## src/rtl/mp2d_act_mon_pkg.sv

```systemverilog
// Shared constants and FSM state encoding for the mp2d activity monitor.
package mp2d_act_mon_pkg;

    localparam int DEF_WIDTH = 14;
    localparam int DEF_CNT_W = 20;
    localparam int DEF_WIN_W = 16;

    typedef enum logic [1:0] {
        ST_IDLE  = 2'd0,
        ST_PRIME = 2'd1,
        ST_ACCUM = 2'd2,
        ST_HOLD  = 2'd3
    } act_state_t;

endpackage

```

## src/rtl/mp2d_act_popcount.sv

```systemverilog
// Combinational population count of a WIDTH-bit vector.
module mp2d_act_popcount #(
    parameter int WIDTH = 14,
    parameter int CW    = $clog2(WIDTH + 1)
) (
    input  logic [WIDTH-1:0] in_vec,
    output logic [CW-1:0]    count
);

    always_comb begin
        count = '0;
        for (int unsigned i = 0; i < WIDTH; i++) begin
            count = count + CW'(in_vec[i]);
        end
    end

endmodule

```

## src/rtl/mp2d_act_mon.sv

```systemverilog
// Switching-activity monitor: totals and peaks bit toggles between consecutive samples.
// Define ACT_MON_PERBIT_EN to add per-bit toggle counters with bit_sel/bit_cnt.
module mp2d_act_mon
    import mp2d_act_mon_pkg::*;
#(
    parameter int WIDTH = DEF_WIDTH,
    parameter int CNT_W = DEF_CNT_W,
    parameter int WIN_W = DEF_WIN_W
) (
    input  logic                         clk,
    input  logic                         rst_n,
    input  logic                         start,
    input  logic [WIN_W-1:0]             win_len,
    input  logic                         in_valid,
    input  logic [WIDTH-1:0]             in_vec,
    output logic                         busy,
    output logic                         res_valid,
    input  logic                         res_ready,
    output logic [CNT_W-1:0]             res_total,
    output logic [$clog2(WIDTH+1)-1:0]   res_peak
`ifdef ACT_MON_PERBIT_EN
    ,
    input  logic [$clog2(WIDTH)-1:0]     bit_sel,
    output logic [15:0]                  bit_cnt
`endif
);

    localparam int PW = $clog2(WIDTH + 1);

    act_state_t       state;
    logic [WIDTH-1:0] prev;
    logic [WIDTH-1:0] diff;
    logic [CNT_W-1:0] total;
    logic [PW-1:0]    peak;
    logic [PW-1:0]    pc;
    logic [WIN_W-1:0] len;
    logic [WIN_W-1:0] tcnt;
    logic [WIN_W-1:0] tcnt_nx;
    logic [CNT_W:0]   sum;

    assign diff = in_vec ^ prev;

    mp2d_act_popcount #(.WIDTH(WIDTH)) u_pop (
        .in_vec (diff),
        .count  (pc)
    );

    // One extra carry bit detects overflow so the total clamps instead of wrapping.
    always_comb begin
        sum     = {1'b0, total} + (CNT_W + 1)'(pc);
        tcnt_nx = tcnt + WIN_W'(1);
    end

    always_ff @(posedge clk or negedge rst_n) begin
        if (!rst_n) begin
            state <= ST_IDLE;
            prev  <= '0;
            total <= '0;
            peak  <= '0;
            len   <= '0;
            tcnt  <= '0;
        end else begin
            case (state)
                ST_IDLE: begin
                    if (start) begin
                        len   <= (win_len == '0) ? WIN_W'(1) : win_len;
                        total <= '0;
                        peak  <= '0;
                        tcnt  <= '0;
                        state <= ST_PRIME;
                    end
                end
                ST_PRIME: begin
                    if (in_valid) begin
                        prev  <= in_vec;
                        state <= ST_ACCUM;
                    end
                end
                ST_ACCUM: begin
                    if (in_valid) begin
                        total <= sum[CNT_W] ? '1 : sum[CNT_W-1:0];
                        if (pc > peak) peak <= pc;
                        prev  <= in_vec;
                        tcnt  <= tcnt_nx;
                        if (tcnt_nx == len) state <= ST_HOLD;
                    end
                end
                ST_HOLD: begin
                    if (res_ready) state <= ST_IDLE;
                end
                default: state <= ST_IDLE;
            endcase
        end
    end

    assign busy      = (state == ST_PRIME) || (state == ST_ACCUM);
    assign res_valid = (state == ST_HOLD);
    assign res_total = total;
    assign res_peak  = peak;

`ifdef ACT_MON_PERBIT_EN
    logic [15:0] bit_ctr [WIDTH];

    always_ff @(posedge clk or negedge rst_n) begin
        if (!rst_n) begin
            for (int unsigned i = 0; i < WIDTH; i++) bit_ctr[i] <= '0;
            bit_cnt <= '0;
        end else begin
            if (state == ST_IDLE && start) begin
                for (int unsigned i = 0; i < WIDTH; i++) bit_ctr[i] <= '0;
            end else if (state == ST_ACCUM && in_valid) begin
                for (int unsigned i = 0; i < WIDTH; i++) begin
                    if (diff[i] && bit_ctr[i] != '1) bit_ctr[i] <= bit_ctr[i] + 16'd1;
                end
            end
            bit_cnt <= (32'(bit_sel) < WIDTH) ? bit_ctr[bit_sel] : '0;
        end
    end
`endif

endmodule

```

## config.mk

```make
export PLATFORM = sky130hd
export DESIGN_NAME = mp2d_act_mon
export DESIGN_NICKNAME = d
export VERILOG_FILES = /design/src/rtl/mp2d_act_mon_pkg.sv /design/src/rtl/mp2d_act_popcount.sv /design/src/rtl/mp2d_act_mon.sv
export SDC_FILE = /design/constraint.sdc
export NUM_CORES = 1
export LEC_CHECK = 0
export BUFFER_PORTS_ARGS = -buffer_cell sky130_fd_sc_hd__buf_4
export CORE_ASPECT_RATIO = 0.9
export CORE_MARGIN = 3
export CORE_UTILIZATION = 45
export DETAILED_ROUTE_END_ITERATION = 12
export HOLD_SLACK_MARGIN = 0.08
export PLACE_DENSITY = 0.62
export SETUP_SLACK_MARGIN = 0.2
export SLEW_MARGIN = 20
export SYNTH_ARGS = -nofsm -noshare
export SYNTH_HDL_FRONTEND = slang
export SYNTH_SLANG_ARGS = --single-unit
```

## constraint.sdc

```tcl
create_clock -name clk -period 6.94 [get_ports clk]
set_input_delay 0.694 -clock clk [delete_from_list [all_inputs] [get_ports clk]]
set_output_delay 0.694 -clock clk [all_outputs]
set_load 0.03 [all_outputs]
```

==> results of run 1 <==
synth_stat cells, types with 3 or more instances:
library cell and count:
o41ai_1 3, and3_1 10, a211oi_1 3, mux2_2 30, ha_1 20, clkbuf_1 11
nand2_1 50, nand3_1 13, xnor2_1 18, nand2b_1 4, dfrtp_1 72, buf_6 6
nand4_1 6, a31oi_1 11, nor3_1 8, mux2i_1 6, a21o_1 5, xor2_1 16
o21ai_1 14, a21oi_1 21, fa_1 9, o21ai_0 37, nor2_1 28, nor4_1 4
and2_1 5, a41oi_1 3, o211ai_1 3, inv_1 27, nor2b_1 3
layer usage:
layer / routed length (um) / share of wire [%] / up-vias
met3: 576 / 5.6 / 13
met5: 0 / 0 / -
li1: - / - / 1845
met4: 101 / 0.98 / 0
met1: 4840 / 47 / 1823
met2: 4790 / 46 / 96
stage by stage:
| step | setup WS [ns] | instance area [um2] | std cells | util (%) |
|---|---|---|---|---|
| final | 0.858 | 5540 | 674 | 55.6 |
| after global routing | 0.474 | 5540 | 674 | 55.6 |
| after CTS | 0.841 | 5540 | 674 | 55.6 |
| after detailed placement | 0.505 | 5240 | 658 | 52.6 |
| after global placement | 0.556 | 5240 | 658 | 52.6 |
| after floorplan | 0.820 | 4740 | 490 | - |
registers in the layout, summed over array words and instances (netlist names):
| register | flops |
|---|---|
| res_total | 20 |
| state | 2 |
| res_peak | 4 |
| len | 16 |
| tcnt | 16 |
| prev | 14 |
logic make-up (layout without fill, tap and decap cells):
| kind of cell | Yosys count | count (layout) | share of synthesized area, % |
|---|---|---|---|
| multiplexers | 37 | 37 | 8.64 |
| AND/OR/NAND/NOR | 157 | 157 | 18.2 |
| adder cells (fa/ha/maj) | 29 | 29 | 9.09 |
| XOR/XNOR | 34 | 34 | 6.29 |
| buffers and inverters | 49 | 107 | 5.05 |
| flip-flops | 72 | 72 | 38.0 |
| AO/OA/AOI/OAI | 112 | 112 | 14.7 |
worst max-delay path: stages:
cell	delay (ns)
buf_4	0.11
xor2_1	0.13
ha_1	0.31
fa_1	0.51
fa_1	0.54
inv_1	0.05
fa_1	0.50
fa_1	0.52
fa_1	0.47
fa_1	0.49
fa_1	0.45
nand3b_1	0.25
a211oi_2	0.36
and2_1	0.20
nand2b_1	0.12
nor2_4	0.35
nand2_1	0.15
nand4_1	0.12
path summary, 6_finish.rpt:
check,from,endpoint,slack (ns),cells past startpoint
min in group clk,res_total[2],res_total[2],0.51,2
worst min-delay path,rst_n,res_total[19],0.49,1
worst min register to register,res_total[2],res_total[2],0.51,2
worst max-delay path,in_vec[0],res_total[17],0.86,18
worst max register to register,prev[0],res_total[17],0.92,17
max in group asynchronous,rst_n,tcnt[11],5.82,1
cell usage in the layout (no fill, tap or decap), types with 5 or more instances in the layout:
cell type	count
dfrtp_1	72
buf_4	64
nand2_1	50
o21ai_0	37
mux2_2	30
nor2_1	28
inv_1	27
a21oi_1	21
ha_1	20
xnor2_1	18
xor2_1	16
o21ai_1	14
nand3_1	13
a31oi_1	11
and3_1	10
fa_1	9
clkbuf_16	9
nor3_1	8
nand4_1	6
mux2i_1	6
a21o_1	5
and2_1	5
layout make-up:
| type | instances | area (um2) | share of cell area, % |
|---|---|---|---|
| multi-input cells | 369 | 2700 | 48.7 |
| clock inverters | 3 | 40.0 | 0.723 |
| inverters | 27 | 101 | 1.83 |
| flip-flops and latches | 72 | 1800 | 32.5 |
| repair buffers | 64 | 480 | 8.68 |
| well taps | 126 | 158 | 2.85 |
| clock buffers | 13 | 260 | 4.70 |
==> reports/qor.csv, run 1 <==
metric,value,unit
H-tree Lvls,3,
"Hold Violations, Final",0,
initial DRC count,239,
initial antenna violation count,0,
final setup violation count,0,
GRT busiest layer,met2,
Bufs on Longest Clock Path,2,
register area share after synthesis,38.0,%
Max-cap violations,0,
Slew headroom,37.5,%
DR WL/cell,15.3,um
IO Pins,61,
Total Routing Usage GR,18.9,%
Detail Route Antenna Nets,0,
Port Buf Inserts,60,
Final Cycle Share,87.6,%
# DRC,0,
Synth Net Count,554,
# rows,34,
Fill cells,912,
core area,9950,um2
Least-Margin Pin Slew,0.938,ns
Fmax,164,MHz
WP data required,7.21,ns
syn avg cell area,9.66,um2
Die ar.,11800,um2
setup TNS,0,ns
Post-CTS Resized,0,
share of the synthesized area in the top cell type,38.0,%
Die Wd,114,um
crit-path max FO,15,
Yosys reg bits,72,
Worst EP arrival,6.35,ns
Setup crit start kind,primary input,
GRT met2 Usage,30.5,%
Final #Nets,607,
routing usage on met1,25.7,%
post-DP HPWL,7320,um
CTS Buf Count,9,
clk_lat worst skew,0.33,ns
clock sinks,72,
die height,103,um
Post-CTS Setup Bufs,0,
cts hold-fix bufs,0,
Final Max Tran Viols,0,
largest net degree at the start of global routing,73,
P&R area growth vs syn,16.9,%
Pre-antenna DRT Iters,4,
first-pass GRT wire length,18000,um
root buf cell,clkbuf_16,
global route overflow,0,
Crit Path Class,in -> reg,
worst hold path class,in -> async,
layout cell share with drive strength beyond 1,22.8,%
Synthesis Warnings,0,
Critical Path End Type,flip-flop,
WL final,10300,um
synthesized area,4740,um2
routability cong.,0.851,
Post-Syn Instances,490,
largest cells by area after synthesis,"dfrtp_1 38%, mux2_2 7.1%, ha_1 5.3%",
asr flop ratio synth,100,%
Yosys cell types,64,
unrepaired setup endpoints after global routing,false,
Vias,3777,
CTS tree,built,
status,finished clean,
skew final,0.00508,ns
Tmin final,6.08,ns
Starting Density,47.6,%
vias in the first global route,3747,
vias per cell,5.60,
antenna fix cells,0,
CTS clock-pin slew for the worst setup and hold paths,0.06,ns
cell taking the most area after synthesis,dfrtp_1,
minimum hold slack,0.491,ns
Post-synth EDFFs,0,
GRT met3 Usage,4.94,%
Most used DFF post-synth,dfrtp_1,
Power of run 1 is left out: the tool's default activity adds up to more than one toggle a clock period on the data nets, which glitch-free logic cannot reach.
==> run 2, diff against run 1 <==
--- a/config.mk
+++ b/config.mk
@@ -5,6 +5,7 @@
 export SDC_FILE = /design/constraint.sdc
 export NUM_CORES = 1
 export LEC_CHECK = 0
+export ABC_AREA = 1
 export BUFFER_PORTS_ARGS = -buffer_cell sky130_fd_sc_hd__buf_4
 export CORE_ASPECT_RATIO = 0.9
 export CORE_MARGIN = 3
==> run 2 against run 1 <==
Compared with the run above: sequential cell count is the same; first-iteration DRC count shrank 22%; highest routed layer unchanged; final area shrank 0.77%; critical path depth grew 1; wire length grew 6.6%; count of clock-buffer cells in the layout shrank 3; area after synthesis shrank 2.0%; worst setup slack gained 0.051 ns.
==> reports/qor.csv, run 2 <==
metric,value,unit,change
worst hold path class,in -> async,,
WL final,11000,um,+6.6%
core area,9870,um2,-0.85%
layout cell share with drive strength beyond 1,19.1,%,-3.7 points
Max-cap violations,0,,unchanged
vias per cell,5.26,,-6.1%
Yosys reg bits,72,,unchanged
Synth Area in Compound Gates,8.33,%,-6.4 points
skew final,0.00986,ns,+0.00478 ns
initial DRC count,187,,-22%
"commonest non-fill, non-tap cell in the layout",nand2_1,,
asr flop ratio synth,100,%,unchanged
first-pass GRT wire length,18700,um,+3.8%
CTS clock-pin slew for the worst setup and hold paths,0.06,ns,about the same
Detail Route Antenna Nets,0,,unchanged
Total Routing Usage GR,20.2,%,+1.2 points
root buf cell,clkbuf_16,,
Yosys cell types,39,,-39%
Final Cycle Share,86.9,%,-0.74 points
Bufs on Longest Clock Path,2,,unchanged
Vias,3962,,+4.9%
vias in the first global route,3937,,+5.1%
global route overflow,0,,unchanged
final setup violation count,0,,unchanged
Post-synth EDFFs,0,,unchanged
Synth Area in Simple Gates,25.5,%,+7.3 points
Post-Syn Instances,560,,+14%
"count leader, synth",nand2_1,,
Least-Margin Pin Slew,0.944,ns,+0.00658 ns
Die Wd,113,um,-0.93%
Post-CTS Setup Bufs,0,,unchanged
DR WL/cell,14.6,um,-4.6%
cell taking the most area after synthesis,dfrtp_1,,
Critical Path End Type,flip-flop,,
share of the synthesized area in the top cell type,38.8,%,+0.76 points
mux contribution to synthesized area,5.58,%,-3.1 points
cts hold-fix bufs,0,,unchanged
# rows,34,,unchanged
crit-path max FO,18,,+3
synthesized area,4640,um2,-2.0%
post-DP HPWL,8160,um,+11%
Synth Net Count,624,,+13%
top post-synthesis cells by count,"135 x nand2_1, 72 x dfrtp_1, 67 x inv_1",,
Setup crit start kind,primary input,,
Final #Nets,686,,+13%
Worst EP arrival,6.25,ns,-0.10 ns
Starting Density,47.0,%,-0.53 points
syn avg cell area,8.29,um2,-14%
WP data required,7.16,ns,-0.05 ns
clock sinks,72,,unchanged
P&R area growth vs syn,18.3,%,
Synthesis Warnings,0,,unchanged
initial antenna violation count,0,,unchanged
Tmin final,6.03,ns,-0.0514 ns
routability cong.,0.893,,+4.9%
Post-CTS Resized,0,,unchanged
Port Buf Inserts,60,,unchanged
die height,102,um,-0.92%
Fmax,166,MHz,+0.85%
status,finished clean,,
CTS tree,built,,
antenna fix cells,0,,unchanged
clk_lat worst skew,0.34,ns,about the same
XOR/XNOR Fraction of Synth Area,5.87,%,-0.41 points
unrepaired setup endpoints after global routing,false,,
max reg flops,20,,unchanged
Die ar.,11600,um2,-1.8%
largest net degree at the start of global routing,73,,unchanged
# DRC,0,,unchanged
Pre-antenna DRT Iters,7,,+3
Most used DFF post-synth,dfrtp_1,,
largest cells by area after synthesis,"dfrtp_1 39%, nand2_1 11%, mux2_2 5.6%",,
Synth Area in Adders,9.27,%,+0.18 points
register area share after synthesis,38.8,%,+0.76 points
setup TNS,0,ns,unchanged
Slew headroom,37.1,%,-0.44 points
Crit Path Class,in -> reg,,
H-tree Lvls,3,,unchanged
IO Pins,61,,unchanged
"commonest non-fill, non-tap cells in the layout","135 x nand2_1, 72 x dfrtp_1, 67 x inv_1",,
CTS Buf Count,9,,unchanged
"Hold Violations, Final",0,,unchanged
largest family of logic cells by synthesized area,simple AND/OR/NAND/NOR gates,,
Final Max Tran Viols,0,,unchanged
[run 2: final timing paths]
path | from | endpoint | slack (ns) | cells after the start
min reg2reg | prev[3] | prev[3] | 0.53 | 1
min in group clk | prev[3] | prev[3] | 0.53 | 1
max reg2reg | prev[0] | res_total[7] | 0.96 | 18
max | in_vec[0] | res_total[7] | 0.91 | 19
min | rst_n | prev[9] | 0.50 | 1
max in group asynchronous | rst_n | tcnt[12] | 5.82 | 1
[run 2: logic make-up after synthesis]
logic type / after synthesis
AOI/OAI and AO/OA: 67
muxes: 23
DFF: 72
adders and majority gates: 29
and+or+nand+nor: 261
xor gates and xnor gates: 28
buffers and inverters: 80
[run 2: per-stage QoR]
| stage | utilization (%) | cell area, um2 | setup WS (ns) | hold WS (ns) | instances |
|---|---|---|---|---|---|
| 6_report | 55.7 | 5490 | 0.910 | 0.497 | 753 |
| 5_1_grt | 55.7 | 5490 | 0.512 | 0.539 | 753 |
| 4_1_cts | 55.7 | 5490 | 0.942 | 0.529 | 753 |
| 3_5_place_dp | 52.8 | 5210 | 0.583 | 0.515 | 737 |
| 3_3_place_gp | 52.8 | 5210 | 0.766 | 0.507 | 737 |
| 2_1_floorplan | - | 4640 | 1.17 | 0.398 | 560 |
[run 2: metal layers]
metal	part of all wire, %	routed length [um]	vias up	GRT usage [%]
met1	48	5280	1878	27.8
met3	5.1	559	8	4.62
met4	0.86	94	0	5.73
li1	-	-	1985	-
met5	0	0	-	0
met2	46	5050	91	32.1
[run 2: layout make-up]
cell class                 count  area [um2]
fill                         930        4380
multi-input combinational    408        2530
sequential                    72        1800
timing repair buffer          61         458
inverter                      70         263
clock buffer                  10         239
tap                          126         158
clock inverter                 6        42.5
[run 2: worst max-delay path: stages]
cell,delay (ns)
buf_4,0.11
xor2_1,0.13
ha_1,0.32
fa_1,0.51
fa_1,0.55
inv_1,0.06
fa_1,0.50
fa_1,0.52
fa_1,0.47
o21ai_0,0.24
xor2_1,0.36
ha_1,0.33
nand2_1,0.08
nand2_1,0.05
a31oi_1,0.30
inv_1,0.13
nand4_1,0.49
o21ai_0,0.19
a22o_1,0.21
Power of run 2 is left out for the same reason.
